## config.mk

```make
export PLATFORM = sky130hd
export DESIGN_NAME = a2d_spi_serf
export DESIGN_NICKNAME = d
export VERILOG_FILES = /design/src/rtl/a2d_spi_serf.sv
export SDC_FILE = /design/constraint.sdc
export NUM_CORES = 1
export LEC_CHECK = 0
export ABC_AREA = 1
export BUFFER_PORTS_ARGS = -buffer_cell sky130_fd_sc_hd__clkbuf_2
export CORE_MARGIN = 5
export CORE_UTILIZATION = 40
export CTS_BUF_LIST = sky130_fd_sc_hd__clkbuf_16
export DETAILED_ROUTE_END_ITERATION = 8
export GPL_ROUTABILITY_DRIVEN = 1
export MAX_ROUTING_LAYER = met4
export PLACE_DENSITY = 0.7
export SLEW_MARGIN = 10
export SYNTH_ARGS = -nofsm -noshare
export SYNTH_HDL_FRONTEND = slang
export SYNTH_SLANG_ARGS = --single-unit
```

## constraint.sdc

```tcl
create_clock -name clk -period 2 [get_ports clk]
set_input_delay 0.2 -clock clk [delete_from_list [all_inputs] [get_ports clk]]
set_output_delay 0.2 -clock clk [all_outputs]
set_load 0.01 [all_outputs]
```

## src/rtl/a2d_spi_serf.sv

```systemverilog
// ---------------------------------------------------------------------------
// a2d_spi_serf
//   SPI responder modelling an 8-channel, 12-bit A2D converter. Each 16-bit
//   frame shifts in a channel-select command (bits [13:11]) and shifts out
//   the conversion of the channel selected by the previous good frame.
//   SCLK/SS_n/MOSI are oversampled on clk; nothing is clocked by SCLK.
//
// Ports:
//   clk      in   system clock
//   rst_n    in   asynchronous active-low reset
//   SS_n     in   serf select, active low, async to clk
//   SCLK     in   serial clock, idles high
//   MOSI     in   serial data in, MSB first
//   MISO     out  serial data out, MSB first (0 while deselected)
//   ch_data  in   packed conversions, channel n = ch_data[12n+11:12n]
//   ch_sel   out  channel latched by last good command frame
//   cmd_vld  out  one-clk pulse per accepted 16-bit frame
//   frm_err  out  one-clk pulse when a frame ends with bit count != 16
// ---------------------------------------------------------------------------
module a2d_spi_serf #(
    parameter int FRAME_BITS = 16,
    parameter int DATA_BITS  = 12
) (
    input  logic                   clk,
    input  logic                   rst_n,
    input  logic                   SS_n,
    input  logic                   SCLK,
    input  logic                   MOSI,
    output logic                   MISO,
    input  logic [8*DATA_BITS-1:0] ch_data,
    output logic [2:0]             ch_sel,
    output logic                   cmd_vld,
    output logic                   frm_err
);

    typedef enum logic {IDLE, SHIFT} state_t;

    state_t                r_state, w_state_nxt;
    logic                  r_ss_s1, r_ss_s2, r_ss_s3;
    logic                  r_sclk_s1, r_sclk_s2, r_sclk_s3;
    logic                  r_mosi_s1, r_mosi_s2;
    logic [FRAME_BITS-1:0] r_tx_shft, w_tx_nxt;
    logic [FRAME_BITS-1:0] r_rx_shft, w_rx_nxt;
    logic [4:0]            r_bit_cnt, w_cnt_nxt;
    logic                  r_first_fall, w_ff_nxt;
    logic [2:0]            r_ch_sel, w_sel_nxt;
    logic                  r_cmd_vld, w_vld_nxt;
    logic                  r_frm_err, w_err_nxt;
    logic [DATA_BITS-1:0]  w_ch_word;
    logic                  w_sclk_rise, w_sclk_fall, w_ss_fall, w_ss_rise;

    assign w_sclk_rise =  r_sclk_s2 & ~r_sclk_s3;
    assign w_sclk_fall = ~r_sclk_s2 &  r_sclk_s3;
    assign w_ss_fall   = ~r_ss_s2   &  r_ss_s3;
    assign w_ss_rise   =  r_ss_s2   & ~r_ss_s3;

    always_comb begin
        w_ch_word = '0;
        for (int unsigned i = 0; i < 8; i++)
            if (r_ch_sel == 3'(i))
                w_ch_word = ch_data[i*DATA_BITS +: DATA_BITS];
    end

    always_comb begin
        w_state_nxt = r_state;
        w_tx_nxt    = r_tx_shft;
        w_rx_nxt    = r_rx_shft;
        w_cnt_nxt   = r_bit_cnt;
        w_ff_nxt    = r_first_fall;
        w_sel_nxt   = r_ch_sel;
        w_vld_nxt   = 1'b0;
        w_err_nxt   = 1'b0;
        case (r_state)
            IDLE: begin
                if (w_ss_fall) begin
                    w_tx_nxt    = {{(FRAME_BITS-DATA_BITS){1'b0}}, w_ch_word};
                    w_cnt_nxt   = '0;
                    w_ff_nxt    = 1'b1;
                    w_state_nxt = SHIFT;
                end
            end
            SHIFT: begin
                if (w_sclk_rise) begin
                    w_rx_nxt = {r_rx_shft[FRAME_BITS-2:0], r_mosi_s2};
                    if (r_bit_cnt != 5'd31)
                        w_cnt_nxt = r_bit_cnt + 5'd1;
                end
                // First SCLK fall only starts the clock; the MSB is already on MISO.
                if (w_sclk_fall) begin
                    if (r_first_fall)
                        w_ff_nxt = 1'b0;
                    else
                        w_tx_nxt = {r_tx_shft[FRAME_BITS-2:0], 1'b0};
                end
                // Uses the post-shift values so a coincident last rise is counted.
                if (w_ss_rise) begin
                    w_state_nxt = IDLE;
                    if (w_cnt_nxt == 5'(FRAME_BITS)) begin
                        w_sel_nxt = w_rx_nxt[13:11];
                        w_vld_nxt = 1'b1;
                    end else begin
                        w_err_nxt = 1'b1;
                    end
                end
            end
            default: w_state_nxt = IDLE;
        endcase
    end

    always_ff @(posedge clk or negedge rst_n) begin
        if (!rst_n) begin
            r_state      <= IDLE;
            r_ss_s1      <= 1'b1;
            r_ss_s2      <= 1'b1;
            r_ss_s3      <= 1'b1;
            r_sclk_s1    <= 1'b1;
            r_sclk_s2    <= 1'b1;
            r_sclk_s3    <= 1'b1;
            r_mosi_s1    <= 1'b0;
            r_mosi_s2    <= 1'b0;
            r_tx_shft    <= '0;
            r_rx_shft    <= '0;
            r_bit_cnt    <= '0;
            r_first_fall <= 1'b0;
            r_ch_sel     <= '0;
            r_cmd_vld    <= 1'b0;
            r_frm_err    <= 1'b0;
        end else begin
            r_state      <= w_state_nxt;
            r_ss_s1      <= SS_n;
            r_ss_s2      <= r_ss_s1;
            r_ss_s3      <= r_ss_s2;
            r_sclk_s1    <= SCLK;
            r_sclk_s2    <= r_sclk_s1;
            r_sclk_s3    <= r_sclk_s2;
            r_mosi_s1    <= MOSI;
            r_mosi_s2    <= r_mosi_s1;
            r_tx_shft    <= w_tx_nxt;
            r_rx_shft    <= w_rx_nxt;
            r_bit_cnt    <= w_cnt_nxt;
            r_first_fall <= w_ff_nxt;
            r_ch_sel     <= w_sel_nxt;
            r_cmd_vld    <= w_vld_nxt;
            r_frm_err    <= w_err_nxt;
        end
    end

    assign MISO    = r_tx_shft[FRAME_BITS-1] & ~r_ss_s2;
    assign ch_sel  = r_ch_sel;
    assign cmd_vld = r_cmd_vld;
    assign frm_err = r_frm_err;

endmodule

```

# Word-level counts from Yosys, hierarchy flattened
# Cells that the tools add are included.
[word_totals]
ff_bits = 50
latchBits = 0
ramBits = 0
mem_bits_ro = 0
inputBits = 101
output_inout_bits = 6
elab_cells = 75
memories = 0
[op_classes]
add_sub_neg = 1
mul = 0
div_mod_pow = 0
n_lt_le_gt_ge = 0
n_eq_ne = 12
n_shift = 0
n_mux = 30
n_bitwise = 10
reduce_logical = 5
[ops]
columns = ["operator", "count"]
rows = [
  ["$mux W12", 8],
  ["$mux W16", 3],
  ["$pmux W16 S2", 1],
  ["$mux W5", 4],
  ["$mux W14", 1],
  ["$eq A3 B3 Y1 const B", 4],
  ["$mux W1", 10],
  ["$pmux W5 S2", 1],
  ["$eq A3 B2 Y1 const B", 2],
  ["$reduce_and A3 Y1", 2],
  ["$add A5 B1 Y5 const B", 1],
  ["$and A1 B1 Y1", 5],
  ["$eq A5 B5 Y1 const B", 1],
  ["$ne A5 B5 Y1 const B", 1],
  ["$not A1 Y1", 5],
  ["$ne A2 B2 Y1 const B", 2],
  ["$pmux W1 S2", 2],
  ["$reduce_and A2 Y1", 2],
  ["$eq A3 B1 Y1 const B", 1],
  ["$logic_not A3 Y1", 1],
  ["$ne A2 B1 Y1 const B", 1],
]

# Depth between registers and ports, before layout
# Gate-level depths: netlist of the first run.
[logic_depth]
ltp_word = 11
mapped_depth = 10
ltp_nobuf = 10

# Least setup slack after synthesis of the first run
# Ideal clock, no wire load.
[synth_path]
kind = "register -> register"
from = "reg r_sclk_s2"
to = "reg r_ch_sel[0], in the netlist ch_sel[0]"
setup_ps = 117
arrival_ps = 1305
required_time_ps = 1883
slack_ps = 577
stages_incl_launch_ff = 10
n_path_buf = 0
period_less_slack_ps = 1423
cell_sequence = "dfstp_2 inv_2 nor2_4 nand3_1 nand2_1 nand2_1 nor2_2 nand3_2 nand2_1 nand2_1"
[synth_via]
elab_chain_len = 5
elab_cells_between_ends = 6
classes_between = "eq/ne: 1; mux: 3; bitwise: 1; reduce/logical: 1"
[synth_lines]
columns = ["item", "line_no", "rtl"]
rows = [
  ["start: declaration", "40", "logic r_sclk_s1, r_sclk_s2, r_sclk_s3;"],
  ["start signal: assignment", "134", "r_sclk_s2 <= r_sclk_s1;"],
  ["$and A1 B1 Y1 (*)", "52", "assign w_sclk_rise = r_sclk_s2 & ~r_sclk_s3;"],
  ["$mux W5", "83", "if (w_sclk_rise) begin"],
  ["$mux W5", "73", "case (r_state)"],
  ["$eq A5 B5 Y1", "98", "if (w_cnt_nxt == 5'(FRAME_BITS)) begin"],
  ["$reduce_and A3 Y1 (no source line)", "-", ""],
  ["end signal: assignment", "142", "r_ch_sel <= w_sel_nxt;"],
  ["end: declaration", "46", "logic [2:0] r_ch_sel, w_sel_nxt;"],
]
# Every way passes the cells marked *; elsewhere a longest branch is shown, timed or not. The select of a mux whose other input is x is not followed.
# A chain may end at the register's enable or synchronous reset.

# Worst setup path in the final report of the first run
[layout_path]
from = "reg r_ch_sel[2], in the netlist ch_sel[2]"
to = "reg r_tx_shft[2]"
[layout_via]
elab_chain_len = 11
elab_cells_between_ends = 18
classes_between = "eq/ne: 7; mux: 10; reduce/logical: 1"
[layout_lines]
columns = ["item", "line_no", "rtl"]
rows = [
  ["$logic_not A3 Y1", "60", "if (r_ch_sel == 3'(i))"],
  ["$mux W12 (7 in series)", "60", ""],
  ["$mux W12 (*)", "60", ""],
  ["$mux W16 (*)", "75", "if (w_ss_fall) begin"],
  ["$pmux W16 S2 (*)", "73", ""],
  ["end signal: assignment", "138", "r_tx_shft <= w_tx_nxt;"],
  ["end: declaration", "42", "logic [FRAME_BITS-1:0] r_tx_shft, w_tx_nxt;"],
]
# Marks and branches as above.

==> results of run 1 <==
-- power groups by stage --
stage	logic, uW	clock network, uW	registers, uW
6_report	580	926	1360
4_1_cts	585	960	1360
2_1_floorplan	376	0	1340
5_1_grt	666	998	1390
3_3_place_gp	558	0	1360
3_5_place_dp	580	0	1370
-- worst max-delay path: stages, from the launching register on --
cell	delay, ns
dfrtp_1	0.45
inv_2	0.60
nor3_2	0.13
buf_4	0.21
nand2_1	0.07
nand4_1	0.10
nand2_1	0.07
nand2_1	0.05
-- stage by stage --
stage | worst slack (ns) | util (%) | hold WS [ns] | power (uW) | instances
floorplan | 0.577 | - | -0.0956 | 1710 | 403
global placement | 0.281 | 49.1 | 0.287 | 1920 | 591
detailed placement | 0.242 | 49.1 | 0.289 | 1950 | 591
CTS | 0.219 | 51.6 | 0.0122 | 2900 | 601
global route | 0.0224 | 51.9 | 0.0251 | 3050 | 602
finish | 0.199 | 51.9 | 0.0162 | 2860 | 602
-- cells in the mapped netlist --
library cell	instances	area [um2]
nor2_4	3	33.8
nor2_1	56	210
buf_2	9	45.0
buf_1	1	3.75
nor2_2	2	12.5
inv_1	35	131
nor3_2	2	20.0
nand2_1	97	364
nand3_2	1	10.0
dfstp_2	6	158
clkbuf_1	8	30.0
buf_4	3	22.5
buf_6	4	45.0
dfrtp_1	44	1100
clkinv_1	1	3.75
a2bb2oi_1	1	8.76
nor3_1	1	5.00
a21oi_1	16	80.1
o22ai_1	5	31.3
inv_2	4	15.0
nand3_1	20	100
nand4_1	62	388
nor3_4	1	16.3
nand2_2	1	6.26
ha_1	1	12.5
o21ai_0	12	60.1
mux2_2	7	78.8
-- final timing paths --
path,startpoint,end,slack [ns]
min in group clk,MOSI,r_mosi_s1,0.02
worst max register to register,ch_sel[2],r_tx_shft[2],0.20
worst min-delay path,rst_n,r_rx_shft[2],0.02
worst max-delay path,ch_sel[2],r_tx_shft[2],0.20
max in group asynchronous,rst_n,ch_sel[1],1.57
worst min register to register,r_mosi_s1,r_mosi_s2,0.35
-- cell type report --
type	instances	area, um2
Fill cell	706	3490
Multi-Input combinational cell	288	1440
Sequential cell	50	1260
Timing Repair Buffer	117	631
Inverter	40	150
Clock buffer	5	125
Tap cell	99	124
Clock inverter	3	40.0
-- repair_timing --
action / 4_1_cts / 5_1_grt
buffers inserted: 0 / 1
hold buffers: 2 / 0
setup endpoints to repair: 0 / 1
hold endpoints to repair: 2 / 0
-- routing by layer --
layer / vias to the layer above / wire (um) / global-route usage, %
met4: 0 / 150 / 4.44
met2: 123 / 4060 / 28.8
met5: - / 0 / -
li1: 1551 / - / -
met3: 13 / 693 / 2.87
met1: 1421 / 3450 / 23.7
-- sequential cells by signal (all words and copies together) (netlist names), 3 cells and up --
| signal | flops |
|---|---|
| r_rx_shft | 14 |
| r_bit_cnt | 5 |
| r_tx_shft | 16 |
| ch_sel | 3 |
-- cells by family after synthesis --
| family | share of synthesized area (%) |
|---|---|
| flops | 42.1 |
| simple gates | 39.0 |
| buf+inv | 9.91 |
| fa+ha+maj | 0.418 |
| mux | 2.63 |
| compound gates | 6.02 |
==> flow_summary.toml, run 1 <==
[run_status]
status = "completed"

[yosys]
seq_area_frac_synth_pct = 42.1
ys_ff_latch = 50
ys_types = 27
syn_area_um2 = 2990
postSynthAreaPerCell_um2 = 7.43
ys_warn_count = 0
synthCells = 403
syn_nets = 505

[setup_path]
rr_worst_depth = 7
end_kind = "register"
worstPathArrival_ns = 1.97
required_ns = 2.17
cp_max_fo = 50
critPathKind = "register to register"
critPathLaunchType = "register"

[sta]
fmax_mhz = 555
setup_tns_ns = 0
setup_viol = 0
fin_crit_ns = 1.80
slew_viol_final = 0
period_share_pct = 90.0
rsz0062_at_grt = "no"
timing.final.hold_violations = 0
worst_pin_slew_ns = 0.782
finClkSkew_ns = 0.00400
slew_headroom_pct = 47.8

[placed_design]
place.gp.congestion = 0.903
hpwl_um = 6460
port_buffers = 106
placed_area_um2 = 3560

[cells_and_area]
layout.nets = 604
final_common_cell = "clkbuf_2"
area_growth_pct = 25.8
final_layout_size_suffix_gt1_share_pct = 29.8
most-common-layout-cells = "clkbuf_2 (106), nand2_1 (97), nand4_1 (62), nor2_1 (56), dfrtp_1 (44)"
post-route-cell-area_um2 = 3770
diodes = 0

[power]
clock_power_share_pct = 32.3
intPower_uw = 2090
power_frac_seq_pct = 47.4
powerDensity_nw_per_um2 = 760
switching_share_pct = 26.9
p_leak_uw = 0.00195
switchingPower_uw = 771
pwr-share-comb_pct = 20.2
vdd.ir_drop.worst_mv = 0.482

[global_routing]
grt_overflow = 0
grt_pass1_vias = 2780
track_usage_pct = 17.9
grt_antenna_before_repair = 0
grt_pass1_wl_um = 12800
grt_max_degree = 51

[clock_network]
postCtsResizedCells = 0
cts.htree.levels = 2
numCtsBuffers = 5
cts.path.max_buffers = 2
cts_sinks = 50
clk_pin_slew_ns = 0.06
root_buffer = "clkbuf_16"
insertion_delay_ns = 0.28
tritoncts = "yes"

[floorplan]
die_x_um = 96.5
ios = 107
die_area_um2 = 9310
coreArea_um2 = 7250
die_y_um = 96.5
rows = 31
start_util_pct = 41.3

[worst_hold_path]
hold_class = "input port to async pin"

[route]
ant_nets = 0
drc = 0
wl_per_cell_um = 13.9
wl_um = 8360
first_iter_violations = 187
via_per_inst = 5.16
first_pass_iters = 5
vias = 3108

[run]
maxCapViolations = 0
Power figures use the tool's default switching activity.
==> run 2, diff against run 1 <==
- RECOVER_POWER: not set -> 25
==> flow_summary.toml, run 2 (same netlist as run 1, synthesis figures left out) <==
[sta]
worst_pin_slew_ns = 1.21
setup_tns_ns = 0
setup_viol = 0
slew_viol_final = 0
timing.final.hold_violations = 0
rsz0062_at_grt = "no"
slew_headroom_pct = 19.2
finClkSkew_ns = 0.00400
fin_crit_ns = 1.80
period_share_pct = 90.0
whs_ns = 0.0191
fmax_mhz = 555
fin_ws_ns = 0.199

[power]
powerDensity_nw_per_um2 = 760
power_frac_seq_pct = 47.4
vdd.ir_drop.worst_mv = 0.483
p_leak_uw = 0.00195
pwr-share-comb_pct = 20.2
switching_share_pct = 26.9
clock_power_share_pct = 32.3
intPower_uw = 2090
switchingPower_uw = 771

[cells_and_area]
largest_reg_flops = 16
final_common_cell = "clkbuf_2"
fin_util_pct = 51.9
multi_input_area_um2 = 1440
diodes = 0
nFillCells = 707
layout.nets = 604
final_layout_size_suffix_gt1_share_pct = 29.8
area_growth_pct = 25.8
regMostFlops = "r_tx_shft"
most-common-layout-cells = "clkbuf_2 (107), nand2_1 (97), nand4_1 (62), nor2_1 (56), dfrtp_1 (44)"
reg_top3 = "r_tx_shft x16, r_rx_shft x14, r_bit_cnt x5"
final_cell_count_no_fill = 602
regArea_um2 = 1260

[floorplan]
die_y_um = 96.5
die_x_um = 96.5
coreArea_um2 = 7250
start_util_pct = 41.3
ios = 107
rows = 31
die_area_um2 = 9310

[route]
via_per_inst = 5.16
vias = 3108
wl_per_cell_um = 13.9
first_pass_iters = 5
first_iter_violations = 187
drc = 0
ant_nets = 0
wl_um = 8360

[global_routing]
grt_antenna_before_repair = 0
grt_pass1_wl_um = 12800
track_usage_pct = 17.9
grt_overflow = 0
grt_max_degree = 51
grt_pass1_vias = 2780

[clock_network]
root_buffer = "clkbuf_16"
tritoncts = "yes"
clk_pin_slew_ns = 0.06
cts.path.max_buffers = 2
cts_sinks = 50
cts.htree.levels = 2
insertion_delay_ns = 0.28
numCtsBuffers = 5

[setup_path]
critPathKind = "register to register"
rr_worst_depth = 7
rr_startpoint = "ch_sel[2]"
worstPathArrival_ns = 1.97
critPathLaunchType = "register"
cp_max_fo = 50
r2r-end = "r_tx_shft[2]"
r2r_setup_slack_ns = 0.20
end_kind = "register"
required_ns = 2.17

[worst_hold_path]
min_from = "MOSI"
hold_path_end = "r_mosi_s1"
hold_class = "input port to register"
hold_depth = 1

[placed_design]
port_buffers = 106
pre_cts_ws_ns = 0.242
hpwl_um = 6460
place.gp.congestion = 0.903
placed_cells = 591

[run]
maxCapViolations = 0

[run_status]
status = "completed"
==> run 2: power by group through the flow <==
stage / Sequential [uW] / Clock [uW] / Combinational (uW)
6_report: 1360 / 926 / 579
5_1_grt: 1390 / 998 / 665
4_1_cts: 1360 / 960 / 585
3_5_place_dp: 1370 / 0 / 580
3_3_place_gp: 1360 / 0 / 558
2_1_floorplan: 1340 / 0 / 376
==> run 2: per-layer routing <==
metal | up-vias | global-route usage, % | wire (um)
li1 | 1551 | - | -
met1 | 1421 | 23.7 | 3450
met2 | 123 | 28.8 | 4060
met3 | 13 | 2.87 | 693
met4 | 0 | 4.44 | 150
met5 | - | - | 0
==> run 2: final cells by class <==
type	instances	area share [%]
well taps	99	3.29
multi-input cells	288	38.2
clock inverters	3	1.06
clock buffers	5	3.32
repair buffers	117	16.7
inverters	40	3.99
flip-flops and latches	50	33.4
==> run 2: worst max-delay path, stage by stage, from the launching register on <==
cell,delay (ns)
dfrtp_1,0.45
inv_2,0.60
nor3_2,0.13
buf_4,0.21
nand2_1,0.07
nand4_1,0.10
nand2_1,0.07
nand2_1,0.05
==> run 2: repair_timing <==
| item | CTS | global route |
|---|---|---|
| endpoints found under the setup margin | 0 | 1 |
| setup buffers | 0 | 1 |
| gates resized for setup | 0 | 0 |
| endpoints found under the hold margin | 2 | 0 |
| hold buffers | 2 | 0 |
==> run 2: how the worst max path moves through the flow <==
stage                          from           end  slack [ns]  cells past startpoint
after floorplan           r_sclk_s2     ch_sel[0]        0.58                      9
after global placement    ch_sel[2]  r_tx_shft[1]        0.28                      7
after detailed placement  ch_sel[2]  r_tx_shft[2]        0.24                      7
after CTS                 ch_sel[2]  r_tx_shft[2]        0.22                      7
after global routing      ch_sel[2]  r_tx_shft[6]        0.02                      7
final                     ch_sel[2]  r_tx_shft[2]        0.20                      7
==> run 2: per-stage QoR <==
stage	cell area [um2]	power, uW
5_1_grt	3760	3050
4_1_cts	3750	2900
3_3_place_gp	3560	1920
3_5_place_dp	3560	1950
2_1_floorplan	2990	1710
6_report	3760	2860
==> run 3, diff against run 2 <==
- CELL_PAD_IN_SITES_DETAIL_PLACEMENT: not set -> 1
- CELL_PAD_IN_SITES_GLOBAL_PLACEMENT: not set -> 2
- CORE_UTILIZATION: 40 -> 27
- PLACE_DENSITY: 0.7 -> 0.83
==> flow_summary.toml, run 3 (same netlist as run 1, synthesis figures left out) <==
[sta]
slew_viol_final = 0
fin_crit_ns = 1.77
slew_headroom_pct = 27.1
timing.final.hold_violations = 0
rsz0062_at_grt = "no"
fin_ws_ns = 0.235
setup_tns_ns = 0
fmax_mhz = 566
period_share_pct = 88.3
finClkSkew_ns = 0.00871
setup_viol = 0
worst_pin_slew_ns = 1.09

[route]
wl_um = 9990
ant_nets = 0
drc = 0
via_per_inst = 4.88
first_pass_iters = 4
wl_per_cell_um = 15.4
vias = 3173
first_iter_violations = 347

[floorplan]
die_x_um = 115
ios = 107
die_area_um2 = 13300
coreArea_um2 = 10800
start_util_pct = 27.6
rows = 38
die_y_um = 115

[clock_network]
numCtsBuffers = 5
cts_sinks = 50
insertion_delay_ns = 0.29
cts.htree.levels = 2
clk_pin_slew_ns = 0.07
tritoncts = "yes"
cts.path.max_buffers = 2
root_buffer = "clkbuf_16"

[placed_design]
pre_cts_ws_ns = -0.0214
port_buffers = 106
hpwl_um = 7900
place.gp.congestion = 0.859

[setup_path]
critPathLaunchType = "register"
required_ns = 2.18
cp_max_fo = 34
critPathKind = "register to register"
worstPathArrival_ns = 1.94
end_kind = "register"
r2r_setup_slack_ns = 0.23

[power]
clock_power_share_pct = 33.3
switching_share_pct = 28.2
pwr-share-comb_pct = 20.2
switchingPower_uw = 825
intPower_uw = 2100
p_leak_uw = 0.00199
power_frac_seq_pct = 46.5
p_total_uw = 2930
powerDensity_nw_per_um2 = 751
vdd.ir_drop.worst_mv = 0.423

[cells_and_area]
largest_reg_flops = 16
final_layout_size_suffix_gt1_share_pct = 29.8
diodes = 0
area_growth_pct = 30.4
final_common_cell = "clkbuf_2"
layout.nets = 611
regMostFlops = "r_tx_shft"
reg_top3 = "r_tx_shft x16, r_rx_shft x14, r_bit_cnt x5"
most-common-layout-cells = "clkbuf_2 (105), nand2_1 (97), nand4_1 (62), nor2_1 (56), dfrtp_1 (44)"

[global_routing]
grt_antenna_before_repair = 0
grt_overflow = 0
grt_pass1_vias = 3287
track_usage_pct = 15.3
grt_max_degree = 35
grt_pass1_wl_um = 15800

[run]
maxCapViolations = 0

[worst_hold_path]
hold_class = "input port to register"

[run_status]
status = "completed"
run 3: cell types whose count changed in the layout (fill, tap and decap cells not counted):
cell / change
clkinv_2: -1
dfstp_2: -2
nor3_4: +1
dlygate4sd3_1: +2
inv_6: +1
nor2_2: -1
dfstp_1: +2
clkbuf_2: -2
nor2_4: +1
buf_4: +5
nor3_2: -1
clkbuf_1: +1
buf_12: +1
run 3: metrics by stage:
| stage | area [um2] | utilization, % | hold WS [ns] | std cells |
|---|---|---|---|---|
| floorplan | 2990 | - | -0.0956 | 403 |
| CTS | 3870 | 35.7 | 0.00244 | 647 |
| global route | 3900 | 36.0 | 0.265 | 650 |
| detailed placement | 3670 | 33.8 | 0.195 | 636 |
| finish | 3900 | 36.0 | 0.240 | 650 |
| global placement | 3670 | 33.8 | 0.188 | 636 |
run 3: critical path, stage by stage, from the launching register on:
cell and delay (ns):
dfrtp_1 0.46, inv_2 0.29, buf_12 0.23, nor3_4 0.06, buf_4 0.18, a21oi_1 0.14, nand4_1 0.14, nand2_1 0.09
nand2_1 0.05
run 3: per-layer routing:
metal	up-vias	track usage, %	wire length, um
li1	1564	-	-
met1	1489	18.6	4270
met2	99	25.2	4780
met3	21	2.74	672
met4	0	5.71	263
met5	-	-	0
run 3: repair_timing:
item	CTS	global route
setup buffers	0	2
endpoints found under the hold margin	20	1
hold buffers	3	1
gates resized for setup	1	1
pin swaps	0	1
setup endpoints to repair	4	2
run 3: power groups by stage:
stage | combinational (uW) | clock (uW) | sequential (uW)
5_1_grt | 688 | 1050 | 1390
6_report | 592 | 974 | 1360
4_1_cts | 608 | 1010 | 1370
2_1_floorplan | 376 | 0 | 1340
3_5_place_dp | 598 | 0 | 1380
3_3_place_gp | 571 | 0 | 1370
run 3: final cells by class:
class | instances | area (um2)
Timing Repair Buffer | 124 | 699
Multi-Input combinational cell | 288 | 1450
Clock inverter | 3 | 43.8
Tap cell | 140 | 175
Sequential cell | 50 | 1260
Inverter | 40 | 150
Clock buffer | 5 | 125
Fill cell | 1380 | 6940
run 3: worst paths after layout:
kind,endpoint,cells past startpoint,from
min in group asynchronous,r_mosi_s1,2,rst_n
worst max register to register,r_tx_shft[5],8,ch_sel[2]
worst min-delay path,r_tx_shft[2],5,ch_data[62]
max in group asynchronous,r_ss_s2,3,rst_n
worst min register to register,r_ss_s2,0,r_ss_s1
worst max-delay path,r_tx_shft[5],8,ch_sel[2]
